## src/rtl/tmrx_dummy_pkg.sv

```systemverilog
// tmrx_dummy_pkg
//   Shared types and helpers for the tmrx_dummy_acc_pipe design.
//   - state_e    : block-sequencing FSM states (IDLE, ACC, OUT)
//   - beat_width : beat counter width for a given block depth,
//                  BEAT_W = $clog2(DEPTH+1), so DEPTH itself is representable.
package tmrx_dummy_pkg;

  typedef enum logic [1:0] {
    IDLE = 2'd0,
    ACC  = 2'd1,
    OUT  = 2'd2
  } state_e;

  function automatic int beat_width(input int depth);
    return $clog2(depth + 1);
  endfunction

endpackage

```

## src/rtl/tmrx_dummy_acc_pipe_acc_ch.sv

```systemverilog
// tmrx_dummy_acc_ch
//   One accumulator channel. Kept as its own instance per channel so the TMR
//   flow sees a real per-channel hierarchy.
//   Optional feature macro: TMRX_DUMMY_PARITY_EN (stores an even-parity bit
//   alongside the accumulator and flags a mismatch on par_err_o).
// Ports:
//   clk_i      in   clock
//   rst_ni     in   asynchronous active-high reset
//   load_i     in   first beat of a block: acc <= a & b
//   acc_en_i   in   later beat of a block: acc <= (a & b) ^ acc
//   a_i        in   channel operand
//   b_i        in   shared mask
//   acc_next_o out  value the accumulator takes on the next edge
//   par_err_o  out  stored parity disagrees with current contents (macro only)
module tmrx_dummy_acc_ch
  import tmrx_dummy_pkg::*;
#(
  parameter int WIDTH = 8
) (
  input  logic             clk_i,
  input  logic             rst_ni,
  input  logic             load_i,
  input  logic             acc_en_i,
  input  logic [WIDTH-1:0] a_i,
  input  logic [WIDTH-1:0] b_i,
`ifdef TMRX_DUMMY_PARITY_EN
  output logic             par_err_o,
`endif
  output logic [WIDTH-1:0] acc_next_o
);

  logic [WIDTH-1:0] acc_q, acc_d;
  logic [WIDTH-1:0] masked;

  assign masked = a_i & b_i;

  always_comb begin
    acc_d = acc_q;
    if (load_i) begin
      acc_d = masked;
    end else if (acc_en_i) begin
      acc_d = masked ^ acc_q;
    end
  end

  always_ff @(posedge clk_i or posedge rst_ni) begin
    if (rst_ni) begin
      acc_q <= '0;
    end else begin
      acc_q <= acc_d;
    end
  end

  assign acc_next_o = acc_d;

`ifdef TMRX_DUMMY_PARITY_EN
  // Parity tracks acc_d every cycle, so a stored value that changes without
  // going through acc_d (an upset) shows up as a mismatch.
  logic par_q, par_d;

  assign par_d = ^acc_d;

  always_ff @(posedge clk_i or posedge rst_ni) begin
    if (rst_ni) begin
      par_q <= 1'b0;
    end else begin
      par_q <= par_d;
    end
  end

  assign par_err_o = (^acc_q) != par_q;
`endif

endmodule

```

## src/rtl/tmrx_dummy_acc_pipe.sv

```systemverilog
// tmrx_dummy_acc_pipe
//   Multi-channel accumulator with feedback result register, used as the
//   stimulus design for the TMR regression. Input and output use valid/ready.
//   Every DEPTH accepted beats form a block; the XOR of all channel
//   accumulators is folded into res_q and presented until consumed.
//   Optional feature macro: TMRX_DUMMY_PARITY_EN (parity on acc/res_q,
//   sticky err_o). Without it err_o is constant 0.
// Ports:
//   clk_i    in   clock
//   rst_ni   in   asynchronous active-high reset
//   valid_i  in   input beat valid
//   ready_o  out  input beat accepted when valid_i & ready_o
//   a_i      in   NUM_CH*WIDTH operands, channel c = a_i[c*WIDTH +: WIDTH]
//   b_i      in   mask shared by all channels
//   valid_o  out  result valid
//   ready_i  in   result consumed when valid_o & ready_i
//   data_o   out  result register res_q
//   cnt_o    out  number of consumed results, wraps
//   err_o    out  error sink output (tmrx_error_sink)
module tmrx_dummy_acc_pipe
  import tmrx_dummy_pkg::*;
#(
  parameter int WIDTH  = 8,
  parameter int NUM_CH = 2,
  parameter int DEPTH  = 2,
  parameter int CNT_W  = 8
) (
  input  logic                    clk_i,
  input  logic                    rst_ni,
  input  logic                    valid_i,
  output logic                    ready_o,
  input  logic [NUM_CH*WIDTH-1:0] a_i,
  input  logic [WIDTH-1:0]        b_i,
  output logic                    valid_o,
  input  logic                    ready_i,
  output logic [WIDTH-1:0]        data_o,
  output logic [CNT_W-1:0]        cnt_o,
  (* tmrx_error_sink *)
  output logic                    err_o
);

  localparam int BEAT_W = beat_width(DEPTH);

  state_e            state_q, state_d;
  logic [BEAT_W-1:0] beat_q, beat_d;
  logic [WIDTH-1:0]  res_q, res_d;
  logic [CNT_W-1:0]  cnt_q, cnt_d;

  logic              fire;
  logic              first;
  logic              last;
  logic              retire;
  logic [BEAT_W-1:0] beat_inc;
  logic [WIDTH-1:0]  acc_next [NUM_CH];
  logic [WIDTH-1:0]  acc_mix;
`ifdef TMRX_DUMMY_PARITY_EN
  logic [NUM_CH-1:0] ch_par_err;
`endif

  assign ready_o = (state_q != OUT) | ready_i;
  assign valid_o = (state_q == OUT);
  assign fire    = valid_i & ready_o;
  assign retire  = valid_o & ready_i;
  // In OUT, ready_o equals ready_i, so a beat accepted there always retires
  // the pending result and therefore opens a fresh block.
  assign first   = (state_q != ACC);

  assign beat_inc = first ? BEAT_W'(1) : beat_q + BEAT_W'(1);
  assign last     = fire & (beat_inc == BEAT_W'(DEPTH));

  genvar gi;
  generate
    for (gi = 0; gi < NUM_CH; gi++) begin : g_ch
      tmrx_dummy_acc_ch #(
        .WIDTH(WIDTH)
      ) u_ch (
        .clk_i     (clk_i),
        .rst_ni    (rst_ni),
        .load_i    (fire & first),
        .acc_en_i  (fire & ~first),
        .a_i       (a_i[gi*WIDTH +: WIDTH]),
        .b_i       (b_i),
`ifdef TMRX_DUMMY_PARITY_EN
        .par_err_o (ch_par_err[gi]),
`endif
        .acc_next_o(acc_next[gi])
      );
    end
  endgenerate

  always_comb begin
    acc_mix = '0;
    for (int c = 0; c < NUM_CH; c++) begin
      acc_mix = acc_mix ^ acc_next[c];
    end
  end

  always_comb begin
    state_d = state_q;
    beat_d  = beat_q;
    res_d   = res_q;
    cnt_d   = cnt_q;

    if (retire) begin
      cnt_d   = cnt_q + CNT_W'(1);
      state_d = IDLE;
    end

    if (fire) begin
      beat_d  = beat_inc;
      state_d = last ? OUT : ACC;
    end

    if (last) begin
      res_d = res_q ^ acc_mix;
    end
  end

  always_ff @(posedge clk_i or posedge rst_ni) begin
    if (rst_ni) begin
      state_q <= IDLE;
      beat_q  <= '0;
      res_q   <= '0;
      cnt_q   <= '0;
    end else begin
      state_q <= state_d;
      beat_q  <= beat_d;
      res_q   <= res_d;
      cnt_q   <= cnt_d;
    end
  end

  assign data_o = res_q;
  assign cnt_o  = cnt_q;

`ifdef TMRX_DUMMY_PARITY_EN
  logic res_par_q, res_par_d;
  logic err_q, err_d;

  assign res_par_d = ^res_d;
  assign err_d     = err_q | (|ch_par_err) | ((^res_q) != res_par_q);

  always_ff @(posedge clk_i or posedge rst_ni) begin
    if (rst_ni) begin
      res_par_q <= 1'b0;
      err_q     <= 1'b0;
    end else begin
      res_par_q <= res_par_d;
      err_q     <= err_d;
    end
  end

  assign err_o = err_q;
`else
  assign err_o = 1'b0;
`endif

endmodule

```

## config.mk

```make
export PLATFORM = sky130hd
export DESIGN_NAME = tmrx_dummy_acc_pipe
export DESIGN_NICKNAME = d
export VERILOG_FILES = /design/src/rtl/tmrx_dummy_pkg.sv /design/src/rtl/tmrx_dummy_acc_pipe_acc_ch.sv /design/src/rtl/tmrx_dummy_acc_pipe.sv
export SDC_FILE = /design/constraint.sdc
export NUM_CORES = 1
export LEC_CHECK = 0
export ABC_CLOCK_PERIOD_IN_PS = 2420
export CORE_MARGIN = 3
export CORE_UTILIZATION = 25
export CTS_CLUSTER_DIAMETER = 80
export DETAILED_ROUTE_END_ITERATION = 7
export GPL_ROUTABILITY_DRIVEN = 0
export GPL_TIMING_DRIVEN = 0
export PLACE_DENSITY = 0.49
export SLEW_MARGIN = 20
export SYNTH_ARGS = -nofsm -noshare
export SYNTH_HDL_FRONTEND = slang
export SYNTH_SLANG_ARGS = --single-unit
```

## constraint.sdc

```tcl
create_clock -name clk_i -period 2.42 [get_ports clk_i]
set_input_delay 0.484 -clock clk_i [delete_from_list [all_inputs] [get_ports clk_i]]
set_output_delay 0.484 -clock clk_i [all_outputs]
set_load 0.01 [all_outputs]
```

==> reports/results.ini <==
[synth]
syn_area_per_cell_um2 = 10.5
synth_compound_area_frac = 0.0685
synth-seq-cells = 36
synthMuxAreaShare = 0.0182
syn_inst = 170
yosysWarnings = 0
synth.top_cell.area_share = 0.503
synth-xor-area-share = 0.191
synthTopCellsByArea = dfrtp_1 (50%), xnor2_1 (13%), xor2_1 (5.9%)
yosys.area.top_type = dfrtp_1
syn-cell-area_um2 = 1790
synth_fa_ha_area_frac = 0.00699
ys_seq_area_frac = 0.503
synth_top_family_by_area = XOR/XNOR gates
synthSimpleGateAreaFrac = 0.132
syn-num-nets = 199
synth_cell_type_count = 30

[route]
antenna_left = 0
firstDrtPassIters = 5
drtIter0Drc = 40
routed_via_density = 4.20
routedWlPerCell_um = 13.1
drt_wl_total_um = 4160
via_count = 1336
drc_errors = 0

[grt]
first_global_vias = 1392
track_usage = 0.110
grt_max_degree = 26
grt_pass1_wl_um = 7070
grt_overflow = 0
antenna_found_initial = 0

[worst_setup_path]
cp_num_buf_inv = 2
arrival_ps = 2260
crit_fanout = 17
cp_cell_sequence = or3b_1, buf_6, buf_8, a31oi_1, xnor2_1, xor2_1, nand2_1, xnor2_2
worstSetupPathType = reg -> reg
end_kind = register
critPathLaunchType = register
crit_required_ps = 2590
critPathMaxStageDelay_ps = 420
cp_slowest_cell = dfrtp_1
path_delay_family = simple AND/OR/NAND/NOR gates

[power_and_ir_drop]
p_int_mw = 1.61
seq_power_share = 0.393
p_sw_frac = 0.343
power_leakage_nw = 1.07
p_sw_uw = 842
ir_worst_vdd_mv = 0.350
power_density_nw_per_um2 = 993
clkPwrFrac = 0.179
combPwrFrac = 0.427

[cells_and_area]
regArea_um2 = 901
final_cell_mix = clkdlybuf4s50_1 (42), dfrtp_1 (36), xnor2_1 (26)
design_area_um2 = 2470
diodes = 0
fin_nets = 250
multiInputGateArea_um2 = 763
fillers = 706
syn_to_final_growth_pct = 38.2
drive_above_1_share = 0.0946
final_common_cell = clkdlybuf4s50_1

[die]
rows = 30
initial_utilization = 0.261
ios = 47
fp.dieH_um = 90.6
die_w_um = 90.6
dieArea_um2 = 8210
design.core.area_um2 = 6870

[placed_design]
port_buffers = 44
placed_cell_area_um2 = 2370
dp_hpwl_um = 2950

[sta]
period_share = 0.863
tightest_slew_ps = 516
fin_worst_skew_ps = 4.00
period_minus_slack_ps = 2090
max_slew_margin = 0.656
holdWs_ps = 465
hold_violations = 0
rsz0062_at_grt = no
fmax_ghz = 0.479
setup_viol = 0
report.final.slew_viol_count = 0

[min_path]
hold_class = in -> async

[run_status]
status = completed

[flow_run]
cap_violations = 0

[clock_network]
postCtsSetupBuffers = 0
cts-root-buf = clkbuf_8
cts_tree = done
clock_latency_ps = 280
cts_buffers = 5
cts_hold_buf = 0
htree_levels = 2
clockBufferDepth = 2
clk_pin_slew_worst_paths_ps = 70
cts_sinks = 36

[cells by family after synthesis]
| kind of cell | count (synthesis) |
|---|---|
| compound gates | 20 |
| xor+xnor | 39 |
| simple gates | 42 |
| buf+inv | 28 |
| other cells | 1 |
| mux | 3 |
| fa+ha+maj | 1 |
| flops | 36 |
[layer usage]
metal / wire [µm] / GRT usage / vias to the layer above
met5: 0 / 0 / -
met4: 25 / 0.0306 / 0
met3: 207 / 0.0358 / 2
met1: 2040 / 0.145 / 633
met2: 1880 / 0.170 / 33
li1: - / - / 668
[synthesized netlist by cell type, drive strengths merged]
master / n
dfrtp: 36
xnor2: 27
inv: 17
a31oi: 16
nand4: 16
nand2: 12
xor2: 12
buf: 10
nor2: 3
a21oi: 2
and4: 2
mux2: 2
nand3: 2
a21o: 1
and2: 1
and2b: 1
and3: 1
clkbuf: 1
conb: 1
ha: 1
mux2i: 1
nand2b: 1
nor3: 1
o21ai: 1
or2b: 1
or3b: 1
[power by group through the flow]
| stage | Combinational (mW) | Clock (mW) | Sequential [mW] |
|---|---|---|---|
| floorplan | 0.644 | 0 | 0.998 |
| global placement | 1.03 | 0 | 0.971 |
| detailed placement | 1.05 | 0 | 0.973 |
| CTS | 1.05 | 0.458 | 0.966 |
| global route | 1.17 | 0.487 | 0.998 |
| finish | 1.05 | 0.440 | 0.966 |
[stage by stage]
| step | total power [mW] | TNS, ps | utilization | std cells | worst slack [ps] |
|---|---|---|---|---|---|
| 4_1_cts | 2.47 | 0 | 0.358 | 318 | 109 |
| 3_5_place_dp | 2.02 | -1400 | 0.345 | 311 | -269 |
| 3_3_place_gp | 2.00 | -1200 | 0.342 | 310 | -259 |
| 2_1_floorplan | 1.64 | 0 | - | 170 | 484 |
| 5_1_grt | 2.66 | 0 | 0.360 | 318 | 220 |
| 6_report | 2.46 | 0 | 0.360 | 318 | 331 |
[state kept, by name, summed over array words and instances, names as in the netlist]
signal / cells
state_q: 2
beat_q: 2
g_ch.u_ch.acc_q: 16
data_o: 8
cnt_o: 8
[layout make-up]
| cell class | count | area share |
|---|---|---|
| Inverter | 17 | 0.0258 |
| Clock inverter | 2 | 0.00405 |
| Sequential cell | 36 | 0.364 |
| Buffer | 10 | 0.0288 |
| Multi-Input combinational cell | 106 | 0.309 |
| Tap cell | 96 | 0.0486 |
| Timing Repair Buffer | 45 | 0.187 |
| Clock buffer | 6 | 0.0334 |
[final timing paths]
| check | slack, ps | depth (start not counted) | to | startpoint |
|---|---|---|---|---|
| min | 470 | 2 | cnt_o[3] | rst_ni |
| max | 330 | 8 | data_o[4] | state_q[0] |
| min in group clk_i | 470 | 1 | data_o[2] | data_o[2] |
| min reg2reg | 470 | 1 | data_o[2] | data_o[2] |
| max reg2reg | 330 | 8 | data_o[4] | state_q[0] |
| max in group asynchronous | 1540 | 3 | g_ch[0].u_ch.acc_q[1] | rst_ni |
[repair_timing]
action,4_1_cts,5_1_grt
endpoints found under the setup margin,1,5
endpoints found under the hold margin,0,0
pin swaps,0,1
gates resized for setup,1,3
[worst register-to-register path, cell delays in order, from the launching register on]
cell     delay [ps]
dfrtp_1         420
or3b_1          400
buf_6           180
buf_8           160
a31oi_1         200
xnor2_1         170
xor2_1          170
nand2_1         110
xnor2_2         160
(Power assumes the default switching activity.)
